### src/rtl/neuron_operand_loader.sv
// Byte-stream operand loader and result capture for a single neuron instance.
// One frame (inputs, weights, bias) yields one captured neuron result.
module neuron_operand_loader #(
    parameter int unsigned INPUT_DATA_SIZE = 4,
    parameter int unsigned RESOLUTION      = 8,
    parameter int unsigned SETTLE_CYCLES   = 2
) (
    input  logic                                    clk,
    input  logic                                    reset,
    input  logic signed [RESOLUTION-1:0]            s_data,
    input  logic                                    s_valid,
    output logic                                    s_ready,
    output logic [RESOLUTION*INPUT_DATA_SIZE-1:0]   input_data,
    output logic [RESOLUTION*INPUT_DATA_SIZE-1:0]   weight,
    output logic signed [RESOLUTION-1:0]            bias,
    output logic                                    operands_valid,
    input  logic signed [RESOLUTION-1:0]            neuron_result,
    output logic signed [RESOLUTION-1:0]            result_data,
    output logic                                    result_valid,
    input  logic                                    result_ready
);

    localparam int unsigned CNT_W = $clog2(INPUT_DATA_SIZE) + 1;
    localparam int unsigned SET_W = $clog2(SETTLE_CYCLES) + 1;
    localparam logic [CNT_W-1:0] CNT_LAST = CNT_W'(INPUT_DATA_SIZE - 1);
    localparam logic [SET_W-1:0] SET_LAST = SET_W'(SETTLE_CYCLES - 1);

    typedef enum logic [2:0] {
        LOAD_IN,
        LOAD_W,
        LOAD_B,
        WAIT,
        RESULT
    } state_t;

    state_t             state;
    state_t             state_next;
    logic [CNT_W-1:0]   cnt;
    logic [CNT_W-1:0]   cnt_next;
    logic [SET_W-1:0]   settle;
    logic [SET_W-1:0]   settle_next;
    logic               hs;
    logic               wr_in;
    logic               wr_w;
    logic               wr_b;
    logic               capture;
    logic               res_done;

    // Next-state, counter and datapath-strobe decode
    always_comb begin
        state_next  = state;
        cnt_next    = cnt;
        settle_next = settle;
        hs          = s_valid && s_ready;
        wr_in       = 1'b0;
        wr_w        = 1'b0;
        wr_b        = 1'b0;
        capture     = 1'b0;
        res_done    = 1'b0;
        case (state)
            LOAD_IN: begin
                if (hs) begin
                    wr_in = 1'b1;
                    if (cnt == CNT_LAST) begin
                        cnt_next   = '0;
                        state_next = LOAD_W;
                    end else begin
                        cnt_next = cnt + CNT_W'(1);
                    end
                end
            end
            LOAD_W: begin
                if (hs) begin
                    wr_w = 1'b1;
                    if (cnt == CNT_LAST) begin
                        cnt_next   = '0;
                        state_next = LOAD_B;
                    end else begin
                        cnt_next = cnt + CNT_W'(1);
                    end
                end
            end
            LOAD_B: begin
                if (hs) begin
                    wr_b        = 1'b1;
                    settle_next = '0;
                    state_next  = WAIT;
                end
            end
            WAIT: begin
                settle_next = settle + SET_W'(1);
                if (settle == SET_LAST) begin
                    capture    = 1'b1;
                    state_next = RESULT;
                end
            end
            RESULT: begin
                if (result_ready) begin
                    res_done   = 1'b1;
                    state_next = LOAD_IN;
                end
            end
            default: begin
                state_next = LOAD_IN;
            end
        endcase
    end

    // State, counters and the registered stream-ready flag
    always_ff @(posedge clk or posedge reset) begin
        if (reset) begin
            state   <= LOAD_IN;
            cnt     <= '0;
            settle  <= '0;
            s_ready <= 1'b1;
        end else begin
            state   <= state_next;
            cnt     <= cnt_next;
            settle  <= settle_next;
            s_ready <= (state_next == LOAD_IN) || (state_next == LOAD_W) ||
                       (state_next == LOAD_B);
        end
    end

    // Operand vectors, bias and result capture registers
    always_ff @(posedge clk or posedge reset) begin
        if (reset) begin
            input_data     <= '0;
            weight         <= '0;
            bias           <= '0;
            operands_valid <= 1'b0;
            result_data    <= '0;
            result_valid   <= 1'b0;
        end else begin
            for (int unsigned i = 0; i < INPUT_DATA_SIZE; i++) begin
                if (wr_in && (cnt == CNT_W'(i))) begin
                    input_data[i*RESOLUTION +: RESOLUTION] <= s_data;
                end
                if (wr_w && (cnt == CNT_W'(i))) begin
                    weight[i*RESOLUTION +: RESOLUTION] <= s_data;
                end
            end
            if (wr_in) begin
                operands_valid <= 1'b0;
            end
            if (wr_b) begin
                bias           <= s_data;
                operands_valid <= 1'b1;
            end
            if (capture) begin
                result_data  <= neuron_result;
                result_valid <= 1'b1;
            end
            if (res_done) begin
                result_valid <= 1'b0;
            end
        end
    end

endmodule

### config.mk
export PLATFORM = sky130hd
export DESIGN_NAME = neuron_operand_loader
export DESIGN_NICKNAME = d
export VERILOG_FILES = /design/src/rtl/neuron_operand_loader.sv
export SDC_FILE = /design/constraint.sdc
export NUM_CORES = 1
export LEC_CHECK = 0
export ABC_CLOCK_PERIOD_IN_PS = 5900
export CORE_MARGIN = 5
export CORE_UTILIZATION = 65
export DETAILED_ROUTE_END_ITERATION = 7
export DONT_BUFFER_PORTS = 1
export GPL_TIMING_DRIVEN = 0
export PLACE_DENSITY_LB_ADDON = 0.12
export SYNTH_ARGS = -nofsm -noshare
export SYNTH_HDL_FRONTEND = slang
export SYNTH_SLANG_ARGS = --single-unit
### constraint.sdc
create_clock -name clk -period 5.9 [get_ports clk]
set_clock_uncertainty 0.1 [all_clocks]
set_input_delay 1.18 -clock clk [delete_from_list [all_inputs] [get_ports clk]]
set_output_delay 1.18 -clock clk [all_outputs]
set_load 0.1 [all_outputs]
==> flow_metrics.env, run 1 <==
export IMPL_fin_setup_tns_ns=0
export IMPL_vias_per_cell=6.07
export IMPL_min_period_ns=2.61
export IMPL_post_route_period_util_pct=44.2
export IMPL_num_vias=1961
export IMPL_crit_path_start_kind="flop"
export IMPL_place_gp_congestion=0.798
export IMPL_antenna_found_initial=0
export IMPL_maxSlewViolCount=0
export IMPL_drv_cap=0
export IMPL_async_flop_share_pct=100
export IMPL_clock_sinks=91
export IMPL_ys_seq_elements=91
export IMPL_use_met2_pct=36.2
export IMPL_drive_above_1_share_pct=44.2
export IMPL_post_route_drc_count=0
export IMPL_final_common_cell="dfrtp_1"
export IMPL_cp_max_fo=2
export IMPL_grt_max_degree=52
export IMPL_drt_pass1_iter_count=4
export IMPL_diodes=0
export IMPL_fmax_ghz=0.384
export IMPL_initial_core_util_pct=67.0
export IMPL_grt_pass1_vias=2220
export IMPL_synth_edf_count=0
export IMPL_synth_largest_area_cell="dfrtp_1"
export IMPL_synth_area_top_cells="dfrtp_1 61%, mux2_2 19%, mux2_4 6.5%"
export IMPL_io_pin_count=103
export IMPL_drt_total_wl_mm=7.76
export IMPL_holdPathStages=1
export IMPL_worstPathArrival_ns=1.33
export IMPL_wl_per_cell_um=24.0
export IMPL_cts_tree="built"
export IMPL_grt_overflow=0
export IMPL_crit_cells=0
export IMPL_area_growth_pct=8.70
export IMPL_yosysWarnings=0
export IMPL_relSlewSlack_pct=37.2
export IMPL_hpwl_mm=5.52
export IMPL_die_height_um=85.6
export IMPL_crit_required_ns=4.62
export IMPL_die_w_um=85.6
export IMPL_most_common_layout_cells="90 x dfrtp_1, 64 x mux2_2, 16 x mux2_4"
export IMPL_coreArea_um2=5540
export IMPL_antenna_left=0
export IMPL_die_area_um2=7320
export IMPL_worstSkewPairLatency_ns=0.35
export IMPL_cts_buffers_inserted=9
export IMPL_cts_resized=0
export IMPL_reg2reg_depth=3
export IMPL_finalHoldViolations=0
export IMPL_cts_root_buffer="clkbuf_8"
export IMPL_hold_buffers=0
export IMPL_io_buffers=0
export IMPL_grt_pass1_wl_mm=12.4
export IMPL_dr_first_iter_drc_count=87
export IMPL_track_usage_pct=22.6
export IMPL_ys_seq_area_share_pct=61.4
export IMPL_cts_buffer_depth=2
export IMPL_outcome="finished, final reports clean"
export IMPL_grt_use_met1_pct=28.1
export IMPL_synth_top_flop_cell="dfrtp_1"
export IMPL_nets=271
export IMPL_hold_class="flop to flop"
export IMPL_num_rows=27
export IMPL_synth_nets=259
export IMPL_setup_worst_path_end_class="output pin"
export IMPL_worstSetupPathType="flop to output pin"
export IMPL_worst_pin_slew_ns=0.943
export IMPL_h_tree_depth=3
export IMPL_syn_instance_count=234
export IMPL_clk_pin_slew_worst_paths_ns=0.09
export IMPL_synth_top_area_share_pct=60.7
export IMPL_globalRoute_busiestLayer="met2"
export IMPL_met3_usage_pct=7.78
export IMPL_setup_violations=0
export IMPL_cts_setup_buffers=0
export IMPL_synthesis_area_um2=3710
export IMPL_ys_types=32
export IMPL_rsz0062_at_grt="no"
export IMPL_synth_area_per_cell_um2=15.9
[kinds of logic (layout without fill, tap and decap cells)]
kind of cell | Yosys count | in the layout | synth area share [%]
adder cells (fa/ha/maj) | 5 | 5 | 1.69
AO/OA/AOI/OAI | 12 | 12 | 2.06
flip-flops | 91 | 91 | 61.4
buffers and inverters | 15 | 32 | 2.36
multiplexers | 81 | 81 | 26.2
AND/OR/NAND/NOR | 30 | 30 | 6.34
[sequential cells by signal, summed over array words and instances, names as in the netlist]
signal          count
result_data         8
settle              2
state               3
operands_valid      1
input_data         32
weight             32
s_ready             1
result_valid        1
bias                8
cnt                 3
[area by class of cell]
class	count	area [um^2]
Clock buffer	11	141
Clock inverter	5	61.3
Timing Repair Buffer	1	27.5
Inverter	4	17.5
Multi-Input combinational cell	128	1350
Buffer	11	72.6
Fill cell	350	1510
Tap cell	72	90.1
Sequential cell	91	2280
[path summary, 6_finish.rpt]
check                                    start             end  slack, ns
worst max-delay path            operands_valid  operands_valid       3.29
worst min-delay path                 settle[0]       settle[0]       0.40
worst max register to register         s_ready      weight[28]       3.51
worst min register to register       settle[0]       settle[0]       0.40
max in group asynchronous                reset         s_ready       4.41
min in group asynchronous                reset  input_data[29]       0.64
[cells in the mapped netlist, types with 2 or more instances]
master / number
a21oi_1: 3
and4b_1: 3
buf_2: 7
buf_6: 3
dfrtp_1: 90
ha_1: 5
inv_1: 4
mux2_2: 64
mux2_4: 16
nand2_1: 4
nand2b_1: 3
nand3_1: 3
nand3b_1: 2
nor2_1: 3
nor2b_1: 2
o21ai_0: 2
o31ai_1: 2
or3_1: 2
or4b_1: 3
[metal layers]
layer / vias to the layer above / wire length (um)
li1: 854 / -
met1: 1012 / 3040
met2: 84 / 3850
met3: 11 / 707
met4: 0 / 162
met5: - / 0
[stage by stage]
stage | instances | hold slack (ns) | area, um^2 | setup WS (ns) | utilization [%]
after floorplan | 234 | 0.357 | 3710 | 2.26 | -
after global placement | 306 | 0.368 | 3800 | 1.69 | 68.6
after detailed placement | 307 | 0.386 | 3830 | 3.33 | 69.2
after CTS | 323 | 0.398 | 4030 | 3.27 | 72.8
after global routing | 323 | 0.412 | 4030 | 3.24 | 72.8
final | 323 | 0.396 | 4030 | 3.29 | 72.8
Power of run 1 is left out: the tool's default activity adds up to more than one toggle a clock period on the data nets, which glitch-free logic cannot reach.
==> inputs of run 2 (changes only) <==
ABC_CLOCK_PERIOD_IN_PS = 2340   (was 5900)
CORE_UTILIZATION = 56   (was 65)
clock period = 2.34 ns   (was 5.9 ns; I/O delays follow)
==> run 2 against run 1 <==
Effect of this change: non-clock buffer count is 3 higher; clock-buffer cell count unchanged; first-iteration DRC count decreased by 17%; worst setup slack worse by 3.2 ns; register-to-register slack worse by 3.4 ns; largest cell class unchanged.
==> flow_metrics.env, run 2 (same netlist as run 1, synthesis figures left out) <==
export IMPL_fillers=467
export IMPL_setup_worst_path_end_class="flop"
export IMPL_setup_violations=0
export IMPL_coreArea_um2=6390
export IMPL_grt_max_degree=44
export IMPL_place_gp_congestion=0.783
export IMPL_diodes=0
export IMPL_die_w_um=91.4
export IMPL_most_common_layout_cells="90 x dfrtp_1, 64 x mux2_2, 16 x mux2_4"
export IMPL_met3_usage_pct=8.76
export IMPL_cts_tree="built"
export IMPL_dr_first_iter_drc_count=72
export IMPL_outcome="finished, final reports clean"
export IMPL_h_tree_depth=3
export IMPL_track_usage_pct=18.3
export IMPL_io_pin_count=103
export IMPL_worst_pin_slew_ns=0.944
export IMPL_vias_per_cell=5.92
export IMPL_reg_largest_list="input_data: 32 flops, weight: 32 flops"
export IMPL_crit_path_start_kind="flop"
export IMPL_post_route_drc_count=0
export IMPL_finalHoldViolations=0
export IMPL_crit_slowest_cell="dfstp_4"
export IMPL_io_buffers=0
export IMPL_grt_use_met1_pct=23.5
export IMPL_rsz0062_at_grt="no"
export IMPL_hold_class="input pin to flop"
export IMPL_cp_max_fo=8
export IMPL_antenna_left=0
export IMPL_initial_core_util_pct=58.1
export IMPL_grt_pass1_vias=2138
export IMPL_hpwl_mm=5.23
export IMPL_relSlewSlack_pct=37.1
export IMPL_post_route_period_util_pct=95.2
export IMPL_die_height_um=91.4
export IMPL_drt_pass1_iter_count=4
export IMPL_worstSetupPathType="flop to flop"
export IMPL_drt_total_wl_mm=7.19
export IMPL_clock_sinks=91
export IMPL_use_met2_pct=26.9
export IMPL_maxSlewViolCount=0
export IMPL_grt_pass1_wl_mm=12.0
export IMPL_area_growth_pct=10.6
export IMPL_nets=274
export IMPL_num_vias=1954
export IMPL_cpPeakStageDelay_ns=0.82
export IMPL_drive_above_1_share_pct=44.7
export IMPL_die_area_um2=8350
export IMPL_grt_overflow=0
export IMPL_worstPathArrival_ns=2.36
export IMPL_wl_per_cell_um=21.8
export IMPL_fin_util_pct=64.3
export IMPL_cts_root_buffer="clkbuf_8"
export IMPL_worstSkewPairLatency_ns=0.34
export IMPL_fmax_ghz=0.449
export IMPL_clk_pin_slew_worst_paths_ns=0.08
export IMPL_cts_buffer_depth=2
export IMPL_globalRoute_busiestLayer="met2"
export IMPL_cts_buffers_inserted=9
export IMPL_multi_input_area_um2=1350
export IMPL_final_common_cell="dfrtp_1"
export IMPL_drv_cap=0
export IMPL_path_cells="nand4bb_4 -> or4b_1 -> buf_6 -> mux2_4"
export IMPL_num_rows=29
export IMPL_antenna_found_initial=0
export IMPL_ff_latch_area_um2=2280
export IMPL_crit_required_ns=2.47
export IMPL_min_period_ns=2.23
[run 2: layout make-up]
cell class / instances / area share, %
well taps: 77 / 2.35
flip-flops and latches: 91 / 55.6
inverters: 4 / 0.457
multi-input cells: 128 / 32.8
clock buffers: 11 / 3.45
plain buffers: 11 / 1.77
repair buffers: 4 / 1.71
clock inverters: 4 / 1.83
[run 2: final timing paths]
kind                       cells past startpoint             end          from  slack [ns]
max                                            4  input_data[20]       s_ready        0.11
min                                            1        state[2]  result_ready        0.13
max reg2reg                                    4  input_data[20]       s_ready        0.11
min reg2reg                                    1       settle[0]     settle[0]        0.38
max in group asynchronous                      4         bias[6]         reset        0.82
min in group asynchronous                      2      weight[15]         reset        0.54
[run 2: through the flow]
| step | cell area, um^2 | hold slack [ns] | cells | setup TNS (ns) | setup slack (ns) |
|---|---|---|---|---|---|
| 6_report | 4100 | 0.127 | 330 | 0 | 0.112 |
| 5_1_grt | 4100 | 0.116 | 330 | 0 | 0.0538 |
| 4_1_cts | 4100 | 0.115 | 330 | 0 | 0.104 |
| 3_5_place_dp | 3850 | 0.309 | 313 | -1.02 | -0.0717 |
| 3_3_place_gp | 3810 | 0.367 | 311 | -0.803 | -0.0658 |
| 2_1_floorplan | 3710 | 0.357 | 234 | 0 | 0.0992 |
[run 2: timing repair]
action,4_1_cts,5_1_grt
hold buffers,1,0
endpoints found under the setup margin,33,0
endpoints found under the hold margin,22,0
buffers inserted,1,0
gates resized for setup,2,0
[run 2: critical path: cells and delay by family, from the launching register on]
kind	cells	cell delay, ns
DFF	1	0.82
and+or+nand+nor	2	0.73
muxes	1	0.29
buffers and inverters	1	0.18
[run 2: metal layers]
metal	part of all wire, %	up-vias	wire, um
met1	42	1000	3010
met4	1.9	0	135
li1	-	862	-
met2	45	79	3260
met3	11	13	774
met5	0	-	0
Power of run 2 is left out for the same reason.
